==> src/rtl/sram_pio_pkg.sv <==
// Shared types and constants for the SRAM PIO access controller family.
package sram_pio_pkg;

    localparam int unsigned ADDR_W_DEF = 11;
    localparam int unsigned DATA_W_DEF = 16;
    localparam int unsigned WAIT_MIN   = 1;
    localparam int unsigned WAIT_MAX   = 15;
    localparam int unsigned CNT_W      = 4;

    typedef enum logic [2:0] {
        IDLE,
        SETUP,
        ACCESS,
        HOLD,
        DONE
    } state_e;

    function automatic logic wait_cycles_legal(input int unsigned w);
        return (w >= WAIT_MIN) && (w <= WAIT_MAX);
    endfunction

endpackage

==> src/rtl/sram_pio_access_ctrl_if.sv <==
// PIO-side and SRAM-pad-side signals of the SRAM PIO access controller.
interface sram_pio_access_ctrl_if
    import sram_pio_pkg::*;
#(
    parameter int unsigned ADDR_W = ADDR_W_DEF,
    parameter int unsigned DATA_W = DATA_W_DEF
) ();

    logic [ADDR_W-1:0] pio_addr;
    logic [DATA_W-1:0] pio_wdata;
    logic              pio_start;
    logic              pio_we;
    logic [DATA_W-1:0] rdata;
    logic              busy;
    logic              done;
    logic [ADDR_W-1:0] sram_addr;
    logic [DATA_W-1:0] sram_dq_out;
    logic              sram_dq_oe;
    logic [DATA_W-1:0] sram_dq_in;
    logic              sram_ce_n;
    logic              sram_oe_n;
    logic              sram_we_n;

    // Controller view
    modport slave (
        input  pio_addr, pio_wdata, pio_start, pio_we, sram_dq_in,
        output rdata, busy, done, sram_addr, sram_dq_out, sram_dq_oe,
               sram_ce_n, sram_oe_n, sram_we_n
    );

    // PIO bank / SRAM pad view
    modport master (
        output pio_addr, pio_wdata, pio_start, pio_we, sram_dq_in,
        input  rdata, busy, done, sram_addr, sram_dq_out, sram_dq_oe,
               sram_ce_n, sram_oe_n, sram_we_n
    );

endinterface

==> src/rtl/sram_pio_edge_det.sv <==
// Rising-edge detector for a software-driven PIO bit; the pulse is combinational.
module sram_pio_edge_det (
    input  logic clk,
    input  logic reset_n,
    input  logic sig_i,
    output logic rise_c_o
);

    logic sig_q;

    always_ff @(posedge clk or negedge reset_n) begin
        if (!reset_n) begin
            sig_q <= 1'b0;
        end else begin
            sig_q <= sig_i;
        end
    end

    assign rise_c_o = sig_i & ~sig_q;

endmodule

==> src/rtl/sram_pio_access_ctrl.sv <==
// Turns PIO-written address/data/command into one timed async-SRAM cycle.
// Optional SRAM_PIO_AUTOINC_EN: repeated pio_addr launches use an incrementing pointer.
module sram_pio_access_ctrl
    import sram_pio_pkg::*;
#(
    parameter int unsigned ADDR_W      = ADDR_W_DEF,
    parameter int unsigned DATA_W      = DATA_W_DEF,
    parameter int unsigned WAIT_CYCLES = 2
) (
    input  logic                   clk,
    input  logic                   reset_n,
    sram_pio_access_ctrl_if.slave  bus
);

    if (!wait_cycles_legal(WAIT_CYCLES)) begin : g_wait_range_err
        $error("WAIT_CYCLES must be within 1..15");
    end

    state_e              state_q, state_d;
    logic [CNT_W-1:0]    cnt_q, cnt_d;
    logic                we_q, we_d;
    logic [DATA_W-1:0]   rdata_q, rdata_d;
    logic                busy_q, busy_d;
    logic                done_q, done_d;
    logic [ADDR_W-1:0]   addr_q, addr_d;
    logic [DATA_W-1:0]   dq_out_q, dq_out_d;
    logic                dq_oe_q, dq_oe_d;
    logic                ce_n_q, ce_n_d;
    logic                oe_n_q, oe_n_d;
    logic                we_n_q, we_n_d;

    logic                start_rise_c;
    logic                launch_c;
    logic [ADDR_W-1:0]   launch_addr_c;

    sram_pio_edge_det u_start_edge (
        .clk      (clk),
        .reset_n  (reset_n),
        .sig_i    (bus.pio_start),
        .rise_c_o (start_rise_c)
    );

    assign launch_c = start_rise_c && (state_q == IDLE);

`ifdef SRAM_PIO_AUTOINC_EN
    logic [ADDR_W-1:0] last_pio_addr_q;
    logic              last_vld_q;

    // addr_q only changes on launch, so it doubles as the burst pointer
    always_ff @(posedge clk or negedge reset_n) begin
        if (!reset_n) begin
            last_pio_addr_q <= '0;
            last_vld_q      <= 1'b0;
        end else if (launch_c) begin
            last_pio_addr_q <= bus.pio_addr;
            last_vld_q      <= 1'b1;
        end
    end

    assign launch_addr_c = (last_vld_q && (bus.pio_addr == last_pio_addr_q))
                         ? addr_q + ADDR_W'(1) : bus.pio_addr;
`else
    assign launch_addr_c = bus.pio_addr;
`endif

    always_ff @(posedge clk or negedge reset_n) begin
        if (!reset_n) begin
            state_q  <= IDLE;
            cnt_q    <= '0;
            we_q     <= 1'b0;
            rdata_q  <= '0;
            busy_q   <= 1'b0;
            done_q   <= 1'b0;
            addr_q   <= '0;
            dq_out_q <= '0;
            dq_oe_q  <= 1'b0;
            ce_n_q   <= 1'b1;
            oe_n_q   <= 1'b1;
            we_n_q   <= 1'b1;
        end else begin
            state_q  <= state_d;
            cnt_q    <= cnt_d;
            we_q     <= we_d;
            rdata_q  <= rdata_d;
            busy_q   <= busy_d;
            done_q   <= done_d;
            addr_q   <= addr_d;
            dq_out_q <= dq_out_d;
            dq_oe_q  <= dq_oe_d;
            ce_n_q   <= ce_n_d;
            oe_n_q   <= oe_n_d;
            we_n_q   <= we_n_d;
        end
    end

    // Strobes are computed one state ahead so each is a clean flop output
    always_comb begin
        state_d  = state_q;
        cnt_d    = cnt_q;
        we_d     = we_q;
        rdata_d  = rdata_q;
        busy_d   = busy_q;
        done_d   = done_q;
        addr_d   = addr_q;
        dq_out_d = dq_out_q;
        dq_oe_d  = dq_oe_q;
        ce_n_d   = ce_n_q;
        oe_n_d   = oe_n_q;
        we_n_d   = we_n_q;

        unique case (state_q)
            IDLE: begin
                if (launch_c) begin
                    state_d = SETUP;
                    busy_d  = 1'b1;
                    done_d  = 1'b0;
                    we_d    = bus.pio_we;
                    addr_d  = launch_addr_c;
                    ce_n_d  = 1'b0;
                    oe_n_d  = bus.pio_we;
                    dq_oe_d = bus.pio_we;
                    if (bus.pio_we) begin
                        dq_out_d = bus.pio_wdata;
                    end
                end
            end
            SETUP: begin
                state_d = ACCESS;
                cnt_d   = CNT_W'(WAIT_CYCLES - 1);
                we_n_d  = ~we_q;
            end
            ACCESS: begin
                if (cnt_q == '0) begin
                    state_d = HOLD;
                    we_n_d  = 1'b1;
                    oe_n_d  = 1'b1;
                    if (!we_q) begin
                        rdata_d = bus.sram_dq_in;
                    end
                end else begin
                    cnt_d = cnt_q - CNT_W'(1);
                end
            end
            HOLD: begin
                state_d = DONE;
                ce_n_d  = 1'b1;
                dq_oe_d = 1'b0;
            end
            DONE: begin
                state_d = IDLE;
                busy_d  = 1'b0;
                done_d  = 1'b1;
            end
            default: begin
                state_d = IDLE;
            end
        endcase
    end

    assign bus.rdata       = rdata_q;
    assign bus.busy        = busy_q;
    assign bus.done        = done_q;
    assign bus.sram_addr   = addr_q;
    assign bus.sram_dq_out = dq_out_q;
    assign bus.sram_dq_oe  = dq_oe_q;
    assign bus.sram_ce_n   = ce_n_q;
    assign bus.sram_oe_n   = oe_n_q;
    assign bus.sram_we_n   = we_n_q;

endmodule
==> src/flat_wrapper.sv <==
// flat-port wrapper written by rule: the top's interface ports become plain ports
module sram_pio_access_ctrl_flat import sram_pio_pkg::*;
#(
    parameter int unsigned ADDR_W      = ADDR_W_DEF,
    parameter int unsigned DATA_W      = DATA_W_DEF,
    parameter int unsigned WAIT_CYCLES = 2
)
  (clk, reset_n, bus_pio_addr, bus_pio_wdata, bus_pio_start, bus_pio_we, bus_sram_dq_in, bus_rdata, bus_busy, bus_done, bus_sram_addr, bus_sram_dq_out, bus_sram_dq_oe, bus_sram_ce_n, bus_sram_oe_n, bus_sram_we_n);
  sram_pio_access_ctrl_if #(.ADDR_W(ADDR_W), .DATA_W(DATA_W)) bus_i ();
  input  logic clk;
  input  logic reset_n;
  input wire logic [$bits(bus_i.pio_addr)-1:0] bus_pio_addr;
  input wire logic [$bits(bus_i.pio_wdata)-1:0] bus_pio_wdata;
  input wire logic [$bits(bus_i.pio_start)-1:0] bus_pio_start;
  input wire logic [$bits(bus_i.pio_we)-1:0] bus_pio_we;
  input wire logic [$bits(bus_i.sram_dq_in)-1:0] bus_sram_dq_in;
  output wire logic [$bits(bus_i.rdata)-1:0] bus_rdata;
  output wire logic [$bits(bus_i.busy)-1:0] bus_busy;
  output wire logic [$bits(bus_i.done)-1:0] bus_done;
  output wire logic [$bits(bus_i.sram_addr)-1:0] bus_sram_addr;
  output wire logic [$bits(bus_i.sram_dq_out)-1:0] bus_sram_dq_out;
  output wire logic [$bits(bus_i.sram_dq_oe)-1:0] bus_sram_dq_oe;
  output wire logic [$bits(bus_i.sram_ce_n)-1:0] bus_sram_ce_n;
  output wire logic [$bits(bus_i.sram_oe_n)-1:0] bus_sram_oe_n;
  output wire logic [$bits(bus_i.sram_we_n)-1:0] bus_sram_we_n;
  assign bus_i.pio_addr = bus_pio_addr;
  assign bus_i.pio_wdata = bus_pio_wdata;
  assign bus_i.pio_start = bus_pio_start;
  assign bus_i.pio_we = bus_pio_we;
  assign bus_i.sram_dq_in = bus_sram_dq_in;
  assign bus_rdata = bus_i.rdata;
  assign bus_busy = bus_i.busy;
  assign bus_done = bus_i.done;
  assign bus_sram_addr = bus_i.sram_addr;
  assign bus_sram_dq_out = bus_i.sram_dq_out;
  assign bus_sram_dq_oe = bus_i.sram_dq_oe;
  assign bus_sram_ce_n = bus_i.sram_ce_n;
  assign bus_sram_oe_n = bus_i.sram_oe_n;
  assign bus_sram_we_n = bus_i.sram_we_n;
  sram_pio_access_ctrl #(.ADDR_W(ADDR_W), .DATA_W(DATA_W), .WAIT_CYCLES(WAIT_CYCLES)) u_core (.clk(clk), .reset_n(reset_n), .bus(bus_i));
endmodule
==> config.mk <==
export PLATFORM = sky130hd
export DESIGN_NAME = sram_pio_access_ctrl_flat
export DESIGN_NICKNAME = d
export VERILOG_FILES = /design/src/rtl/sram_pio_pkg.sv /design/src/rtl/sram_pio_access_ctrl_if.sv /design/src/rtl/sram_pio_edge_det.sv /design/src/rtl/sram_pio_access_ctrl.sv /design/src/flat_wrapper.sv
export SDC_FILE = /design/constraint.sdc
export NUM_CORES = 1
export LEC_CHECK = 0
export BUFFER_PORTS_ARGS = -buffer_cell sky130_fd_sc_hd__buf_4
export CORE_AREA = 3 3 87 89
export DETAILED_ROUTE_END_ITERATION = 8
export DIE_AREA = 0 0 90 92
export PLACE_DENSITY = 0.69
export SLEW_MARGIN = 5
export SYNTH_ARGS = -nofsm -noshare
export SYNTH_HDL_FRONTEND = slang
export SYNTH_HIERARCHICAL = 1
export SYNTH_SLANG_ARGS = --single-unit
==> constraint.sdc <==
create_clock -name clk -period 2.1 [get_ports clk]
set_input_delay 0.105 -clock clk [delete_from_list [all_inputs] [get_ports clk]]
set_output_delay 0.105 -clock clk [all_outputs]
set_load 0.005 [all_outputs]
==> results.cfg, run 1 <==
[synthesis]
netlist_area_mm2 = 0.00237
synthDominantCellAreaShare_pct = 58.0
synthTopCellsByArea = dfrtp_1, mux2_2, nand2_1
syn_inst = 187
ys_top_cells_by_count = dfrtp_1, nand2_1, mux2_2, nor2_1, a21oi_1
syn-num-nets = 235
yosys_register_bits = 58
ys_types = 38
synthArstFlopShare_pct = 100
ys.flop_type = dfrtp_1
ys_seq_area_share_pct = 61.3
synth.most_common_cell = dfrtp_1
yosys_warnings = 6
syn_avg_cell_area_um2 = 12.7
yosysTopAreaCell = dfrtp_1
synth_edf_count = 0

[drt]
drtAntennaViolNets = 0
wl_per_cell_um = 14.3
firstDrtPassIters = 4
initialDrtViolationCount = 97
vias = 1912
via_per_inst = 4.45
drc = 0
wl_um = 6130

[floorplan]
initial_core_util_pct = 34.7
std_cell_rows = 30
fp.dieArea_mm2 = 0.00828
die_y_um = 92
pin_count = 96
core_area_mm2 = 0.00683
die_w_um = 90

[clock_tree]
cts_buffers = 9
cts_num_sinks = 58
h-tree-depth = 3
cts_tree = done
clk_pin_slew_ns = 0.07
clk_path_buf_depth = 2
cts-root-buf = clkbuf_8
clock_insertion_delay_worst_skew_ns = 0.33
cts_setup_buffers = 0

[global_routing]
antenna_found_initial = 0
grt_pass1_vias = 2049
grt.total_usage_pct = 15.1
grt_max_degree = 59
grt_overflow = 0
grt_pass1_wl_um = 9890

[hold_path]
min_path_type = primary input to flip-flop
hp-start = bus_sram_dq_in[11]
whs_endpoint = u_core/bus.rdata[11]
whs_path_depth = 2

[cells_and_area]
drive_gt1_share_pct = 48.2
syn_to_final_growth_pct = 61.8
final_core_util_pct = 56.2
num_antenna_cells = 0
final_cells = 430
fillCellCount = 606
layout.nets = 377

[critical_path]
crit_path_end_kind = flip-flop
required_ns = 2.31
path_max_fanout = 6
r2r_slack_ns = 0.05
worstRegToRegCells = 6
critPathKind = flip-flop to flip-flop
reg2reg_from = u_core/cnt_q[1]
reg2reg_to = u_core/bus.rdata[0]
cp.arrival_ns = 2.26
start_kind = flip-flop

[power_and_ir_drop]
switching_share_pct = 30.0
seqPwrFrac_pct = 38.1
leakage_nw = 1.86
p_int_w = 0.00366
clock_power_share_pct = 23.0
p_comb_share_pct = 38.9
power_density_mw_per_mm2 = 1360
p_sw_w = 0.00157
peakVddDrop_uv = 623

[placed_design]
port-buffer-count = 95
dpl.cell_count = 375
hpwl_um = 3980
place.gp.congestion = 0.827

[sta]
maxSlewHeadroom_pct = 50.6
fin_crit_sh_pct = 97.5
hold_viol = 0
setup_viol = 0
rsz0062_at_grt = false
clock_skew_ns = 0.0100
min_period_ns = 2.05
tns_ns = 0
fmax_ghz = 0.488
tightest_slew_ns = 0.741
maxSlewViolCount = 0

[flow_run]
maxCapViolCount = 0

[outcome]
outcome = completed
[through the flow]
stage	setup WS [ns]	instance area [µm²]	hold WS (ns)	total power, W
2_1_floorplan	0.0409	2370	-0.191	0.00293
3_3_place_gp	0.111	3200	0.220	0.00390
3_5_place_dp	0.0138	3200	0.218	0.00399
4_1_cts	0.0154	3840	0.000809	0.00527
5_1_grt	0.00228	3840	0.00107	0.00558
6_report	0.0517	3840	0.0172	0.00523
[layer usage]
| metal | wire length, µm | part of all wire, % | track usage (%) | vias up |
|---|---|---|---|---|
| li1 | - | - | - | 921 |
| met1 | 2550 | 42 | 17.7 | 922 |
| met2 | 3120 | 51 | 25.8 | 63 |
| met3 | 398 | 6.5 | 5.25 | 6 |
| met4 | 53 | 0.86 | 5.36 | 0 |
| met5 | 0 | 0 | 0 | - |
[state kept, by name (all words and copies together), names as in the netlist]
name,cells
u_core/cnt_q,4
u_core/bus.sram_addr,11
u_core/bus.done,1
u_core/u_start_edge/sig_q,1
u_core/bus.sram_dq_out,16
u_core/bus.sram_we_n,1
u_core/bus.sram_oe_n,1
u_core/bus.busy,1
u_core/bus.sram_ce_n,1
u_core/state_q,3
u_core/bus.sram_dq_oe,1
u_core/we_q,1
u_core/bus.rdata,16
[cells by family (layout without fill, tap and decap cells)]
logic type / after synthesis / in the layout / synth area share [%]
DFF: 58 / 58 / 61.3
muxes: 34 / 34 / 16.0
and+or+nand+nor: 62 / 62 / 14.0
buffers and inverters: 13 / 160 / 2.58
xor gates and xnor gates: 1 / 1 / 0.369
adders and majority gates: 1 / 1 / 0.527
AOI/OAI and AO/OA: 18 / 18 / 5.12
[power by group through the flow]
stage | clock network, W | registers [W] | logic (W)
2_1_floorplan | 0 | 0.00198 | 0.000948
3_3_place_gp | 0 | 0.00198 | 0.00192
3_5_place_dp | 0 | 0.00200 | 0.00199
4_1_cts | 0.00123 | 0.00199 | 0.00205
5_1_grt | 0.00128 | 0.00206 | 0.00224
6_report | 0.00120 | 0.00199 | 0.00204
[placed cells by master, fill, tap and decap left out, types with 2 or more instances in the layout]
| master | Yosys | layout |
|---|---|---|
| a21oi_1 | 6 | 6 |
| clkbuf_8 | 0 | 12 |
| mux2_2 | 32 | 32 |
| dlygate4sd3_1 | 0 | 39 |
| dfstp_2 | 3 | 3 |
| nor2_1 | 7 | 7 |
| o21ai_0 | 2 | 2 |
| nor2b_1 | 2 | 2 |
| dfrtp_1 | 55 | 55 |
| bufinv_16 | 0 | 2 |
| buf_4 | 0 | 100 |
| mux2i_1 | 2 | 2 |
| inv_1 | 4 | 4 |
| nor4b_4 | 2 | 2 |
| nand2_1 | 38 | 38 |
| a32oi_1 | 2 | 2 |
[cell type report]
class	count	area, µm²	area share [%]
clock buffer	12	165	4.30
clock inverter	4	72.6	1.89
inverter	4	15.0	0.391
multi-input combinational	116	858	22.4
sequential	58	1460	37.9
tap	96	120	3.13
timing repair buffer	140	1150	30.0
[critical path, stage by stage (launching register included)]
cell and delay [ns]:
dfrtp_1 0.40, inv_1 0.09, ha_2 0.20, or3b_4 0.41
nor4b_4 0.28, buf_4 0.21, mux2_2 0.34
[what timing repair did]
action,4_1_cts,5_1_grt
hold endpoints to repair,93,0
hold buffers,39,0
gates resized for setup,1,1
setup endpoints to repair,1,8
[worst max-delay path by stage]
| stage | startpoint | to | slack (ns) | cells past startpoint |
|---|---|---|---|---|
| 3_3_place_gp | u_core/cnt_q[0] | u_core/bus.rdata[10] | 0.11 | 6 |
| 2_1_floorplan | u_core/cnt_q[0] | u_core/bus.rdata[10] | 0.04 | 6 |
| 6_report | u_core/cnt_q[1] | u_core/bus.rdata[0] | 0.05 | 6 |
| 4_1_cts | u_core/cnt_q[1] | u_core/bus.rdata[0] | 0.02 | 6 |
| 5_1_grt | u_core/cnt_q[1] | u_core/bus.rdata[4] | 0.002 | 6 |
| 3_5_place_dp | u_core/cnt_q[1] | u_core/bus.rdata[6] | 0.01 | 6 |
No activity file was read; power rests on OpenSTA's default activity.
==> run 2, diff against run 1 <==
Settings changed: ABC_AREA set to 1.
==> results.cfg, run 2 <==
[power_and_ir_drop]
p_sw_w = 0.00161
p_comb_share_pct = 37.6
switching_share_pct = 33.3
power_density_mw_per_mm2 = 1310
seqPwrFrac_pct = 40.5
p_int_w = 0.00322
clock_power_share_pct = 21.9
power_w = 0.00483
leakage_nw = 2.01
peakVddDrop_uv = 519

[placed_design]
post-place-ws_ns = 0.475
port-buffer-count = 95
hpwl_um = 3880
place.gp.congestion = 0.769

[global_routing]
grt_pass1_vias = 2021
grt_pass1_wl_um = 9890
grt_max_degree = 59
grt_overflow = 0
grt.total_usage_pct = 14.9
antenna_found_initial = 0

[cells_and_area]
multi_input_area_um2 = 786
num_antenna_cells = 0
layout.nets = 438
regArea_mm2 = 0.00146
mostFrequentLayoutCells = nand2_1, buf_4, dfrtp_1
syn_to_final_growth_pct = 55.9
fillCellCount = 649
final_common_cell = nand2_1
drive_gt1_share_pct = 30.6
final_core_util_pct = 53.9

[drt]
via_per_inst = 4.38
firstDrtPassIters = 4
drtAntennaViolNets = 0
initialDrtViolationCount = 95
drc = 0
wl_um = 5950
vias = 2150
wl_per_cell_um = 12.1

[clock_tree]
clk_pin_slew_ns = 0.06
cts_tree = done
clk_path_buf_depth = 2
cts_resized = 0
cts_buffers = 9
clock_insertion_delay_worst_skew_ns = 0.32
h-tree-depth = 3
cts-root-buf = clkbuf_8
cts_num_sinks = 58

[sta]
fin_crit_sh_pct = 77.1
tightest_slew_ns = 0.713
maxSlewHeadroom_pct = 52.5
min_period_ns = 1.62
hold_viol = 0
tns_ns = 0
maxSlewViolCount = 0
rsz0062_at_grt = false
fin_ws_ns = 0.482
clock_skew_ns = 0.00319
setup_viol = 0
fmax_ghz = 0.618

[floorplan]
die_y_um = 92
core_area_mm2 = 0.00683
die_w_um = 90
fp.dieArea_mm2 = 0.00828
initial_core_util_pct = 34.5
pin_count = 96
std_cell_rows = 30

[hold_path]
min_path_type = primary input to flip-flop
whs_path_depth = 3

[synthesis]
synth.most_common_cell = nand2_1
synth_xor_area_share_pct = 0.371
ys_seq_area_share_pct = 61.7
yosys_register_bits = 58
yosys_warnings = 6
synth_fa_ha_area_share_pct = 0.530
synth-compound-area-share_pct = 0.848
syn_avg_cell_area_um2 = 9.15
synthMuxAreaShare_pct = 0
syn-num-nets = 306
ys_top_cells_by_count = nand2_1, dfrtp_1, nand3_1, inv_1, nor2_1
synth-simple-area-share_pct = 31.5
synth_edf_count = 0
ys.flop_type = dfrtp_1
syn_inst = 258
netlist_area_mm2 = 0.00236
synthDominantCellAreaShare_pct = 58.3
synthArstFlopShare_pct = 100
synthTopCellsByArea = dfrtp_1, nand2_1, nand3_1
synth_top_family_by_area = simple AND/OR/NAND/NOR gates
ys_types = 24
yosysTopAreaCell = dfrtp_1

[critical_path]
start_kind = flip-flop
path_max_fanout = 19
cp.arrival_ns = 1.83
required_ns = 2.31
worstRegToRegCells = 7
crit_path_end_kind = flip-flop
critPathKind = flip-flop to flip-flop

[flow_run]
maxCapViolCount = 0

[outcome]
outcome = completed
==> run 2: cell types whose count changed after synthesis, moves of 3 or more <==
cell      previous run  this run
a21oi_1              6         1
clkbuf_1             4         1
inv_1                4        13
mux2_2              32         0
nand2_1             38       129
nand3_1              0        23
nor2_1               7        10
==> run 2: cell families (layout without fill, tap and decap cells) <==
group,count (synthesis),in the layout
simple gates,171,171
flops,58,58
buf+inv,23,160
compound gates,4,4
fa+ha+maj,1,1
xor+xnor,1,1
==> run 2: metrics by stage <==
stage | hold slack (ns) | instances | area [µm²]
2_1_floorplan | -0.191 | 258 | 2360
5_1_grt | 0.00507 | 491 | 3680
3_5_place_dp | 0.215 | 442 | 3140
3_3_place_gp | 0.215 | 442 | 3140
4_1_cts | 0.00252 | 491 | 3680
6_report | 0.0194 | 491 | 3680
==> run 2: final timing paths <==
path	slack, ns	endpoint	startpoint
worst max-delay path	0.48	u_core/bus.rdata[0]	u_core/cnt_q[0]
worst min-delay path	0.02	u_core/bus.rdata[10]	bus_sram_dq_in[10]
worst max register to register	0.48	u_core/bus.rdata[0]	u_core/cnt_q[0]
worst min register to register	0.47	u_core/bus.sram_oe_n	u_core/bus.sram_oe_n
max in group asynchronous	1.24	u_core/bus.sram_dq_out[5]	reset_n
min in group asynchronous	0.39	u_core/bus.rdata[3]	reset_n
==> run 2: per-layer routing <==
metal	routed length, µm	GRT usage [%]
met5	0	0
met1	2500	18.1
met3	456	4.84
met4	125	7.40
met2	2870	23.8
==> run 2: timing repair <==
action / CTS / global route
endpoints found under the setup margin: 0 / 0
hold buffers: 33 / 0
endpoints found under the hold margin: 87 / 0
setup buffers: 0 / 0
==> run 2: critical path, cell delays in order, from the launching register on <==
cell	delay, ns
dfrtp_1	0.38
inv_1	0.11
ha_1	0.19
nand3_1	0.20
nor2_8	0.30
nand2_4	0.18
nand2_1	0.10
nand2_1	0.05
==> run 2: power by group through the flow <==
stage	Sequential, W	Combinational, W	Clock, W
after floorplan	0.00196	0.000838	0
after CTS	0.00196	0.00184	0.00110
after detailed placement	0.00197	0.00179	0
after global placement	0.00197	0.00175	0
final	0.00196	0.00182	0.00106
after global routing	0.00203	0.00204	0.00115
==> run 2: final cells by class <==
cell class              count  area share [%]
repair buffers            128            28.4
inverters                  16            1.84
clock buffers              14            4.69
multi-input cells         177            21.4
clock inverters             2           0.952
flip-flops and latches     58            39.5
well taps                  96            3.26
==> run 3, diff against run 2 <==
Clock period 2.1 ns to 1.3 ns, I/O delays scaled along.
==> results.cfg, run 3 (synthesis results as in run 2) <==
[critical_path]
cp.arrival_ns = 1.55
start_kind = flip-flop
path_max_fanout = 6
crit_path_end_kind = flip-flop
reg2reg_from = u_core/cnt_q[1]
required_ns = 1.55
critPathKind = flip-flop to flip-flop
crit_path_start = u_core/cnt_q[1]

[clock_tree]
clock_insertion_delay_worst_skew_ns = 0.32
cts_tree = done
clk_pin_slew_ns = 0.06
clk_path_buf_depth = 2
cts_num_sinks = 58
cts_buffers = 9
h-tree-depth = 3
cts-root-buf = clkbuf_8

[global_routing]
grt_pass1_vias = 2312
grt_max_degree = 27
grt_overflow = 0
grt_pass1_wl_um = 10800
grt.total_usage_pct = 16.0
antenna_found_initial = 0

[sta]
tns_ns = 0
rsz0062_at_grt = true
setup_viol = 0
hold_viol = 0
min_period_ns = 1.29
fin_crit_sh_pct = 99.3
tightest_slew_ns = 0.270
maxSlewHeadroom_pct = 81.9
fmax_ghz = 0.775
fin_ws_ns = 0.00898
clock_skew_ns = 0.00699
maxSlewViolCount = 0

[floorplan]
die_w_um = 90
pin_count = 96
std_cell_rows = 30
fp.dieArea_mm2 = 0.00828
core_area_mm2 = 0.00683
die_y_um = 92
initial_core_util_pct = 34.5

[drt]
initialDrtViolationCount = 105
drtAntennaViolNets = 0
wl_per_cell_um = 12.1
via_per_inst = 4.26
vias = 2195
firstDrtPassIters = 5
wl_um = 6230
drc = 0

[power_and_ir_drop]
power_density_mw_per_mm2 = 2050
peakVddDrop_uv = 979
leakage_nw = 2.12

[placed_design]
hpwl_um = 4250
port-buffer-count = 95
post-place-ws_ns = -0.0222
place.gp.congestion = 0.770

[cells_and_area]
num_antenna_cells = 0
final_core_util_pct = 57.8
syn_to_final_growth_pct = 67.4
mostFrequentLayoutCells = nand2_1, buf_4, dfrtp_1
fillCellCount = 601
multi_input_area_um2 = 832
drive_gt1_share_pct = 33.4
regArea_mm2 = 0.00146
final_common_cell = nand2_1
layout.nets = 462

[hold_path]
min_path_type = primary input to flip-flop
hp-start = bus_pio_we

[outcome]
outcome = completed

[flow_run]
maxCapViolCount = 0
run 3: routing by layer:
metal  vias up  share of wire [%]  track usage, %
li1       1103                  -               -
met1      1012                 44            19.8
met2        75                 49            26.3
met3         5                6.6            5.33
met4         0               0.75            5.61
met5         -                  0               0
run 3: cell type report:
| cell class | count | share of cell area (%) |
|---|---|---|
| Timing Repair Buffer | 152 | 32.2 |
| Tap cell | 96 | 3.04 |
| Inverter | 16 | 1.90 |
| Sequential cell | 58 | 36.8 |
| Multi-Input combinational cell | 177 | 21.1 |
| Clock buffer | 14 | 4.12 |
| Clock inverter | 2 | 0.887 |
run 3: stage by stage:
stage,std cells,cell area [µm²],hold WS [ns],total power (W)
final,515,3950,0.0352,0.00809
after global routing,515,3950,0.0268,0.00873
after CTS,514,3920,0.0148,0.00813
after detailed placement,452,3250,-0.0383,0.00630
after global placement,452,3250,-0.0399,0.00618
after floorplan,258,2380,-0.231,0.00459
run 3: where the power goes:
group	total [W]	internal, W	switching, W
clock network	0.00164	0.000990	0.000647
logic	0.00330	0.00173	0.00158
registers	0.00315	0.00265	0.000499
run 3: what timing repair did:
action | in CTS | in global routing
buffers inserted | 1 | 1
setup endpoints to repair | 8 | 22
endpoints found under the hold margin | 101 | 0
hold buffers | 45 | 0
resized for setup | 2 | 6
pin swaps | 1 | 2
run 3: worst max-delay path, stage by stage (launching register included):
cell     delay (ns)
dfrtp_1        0.40
inv_2          0.08
ha_4           0.15
nand3_4        0.11
nor2_8         0.19
buf_4          0.17
nand3_1        0.07
nand2_1        0.07
run 3: final timing paths:
path                                        endpoint  slack, ns  cells past startpoint
worst max-delay path            u_core/bus.rdata[15]      0.009                      7
worst max register to register  u_core/bus.rdata[15]      0.009                      7
max in group asynchronous       u_core/bus.sram_oe_n       0.58                      3
worst min-delay path            u_core/bus.sram_oe_n       0.04                      3
worst min register to register  u_core/bus.sram_oe_n       0.47                      2
min in group asynchronous        u_core/bus.rdata[0]       0.17                      2
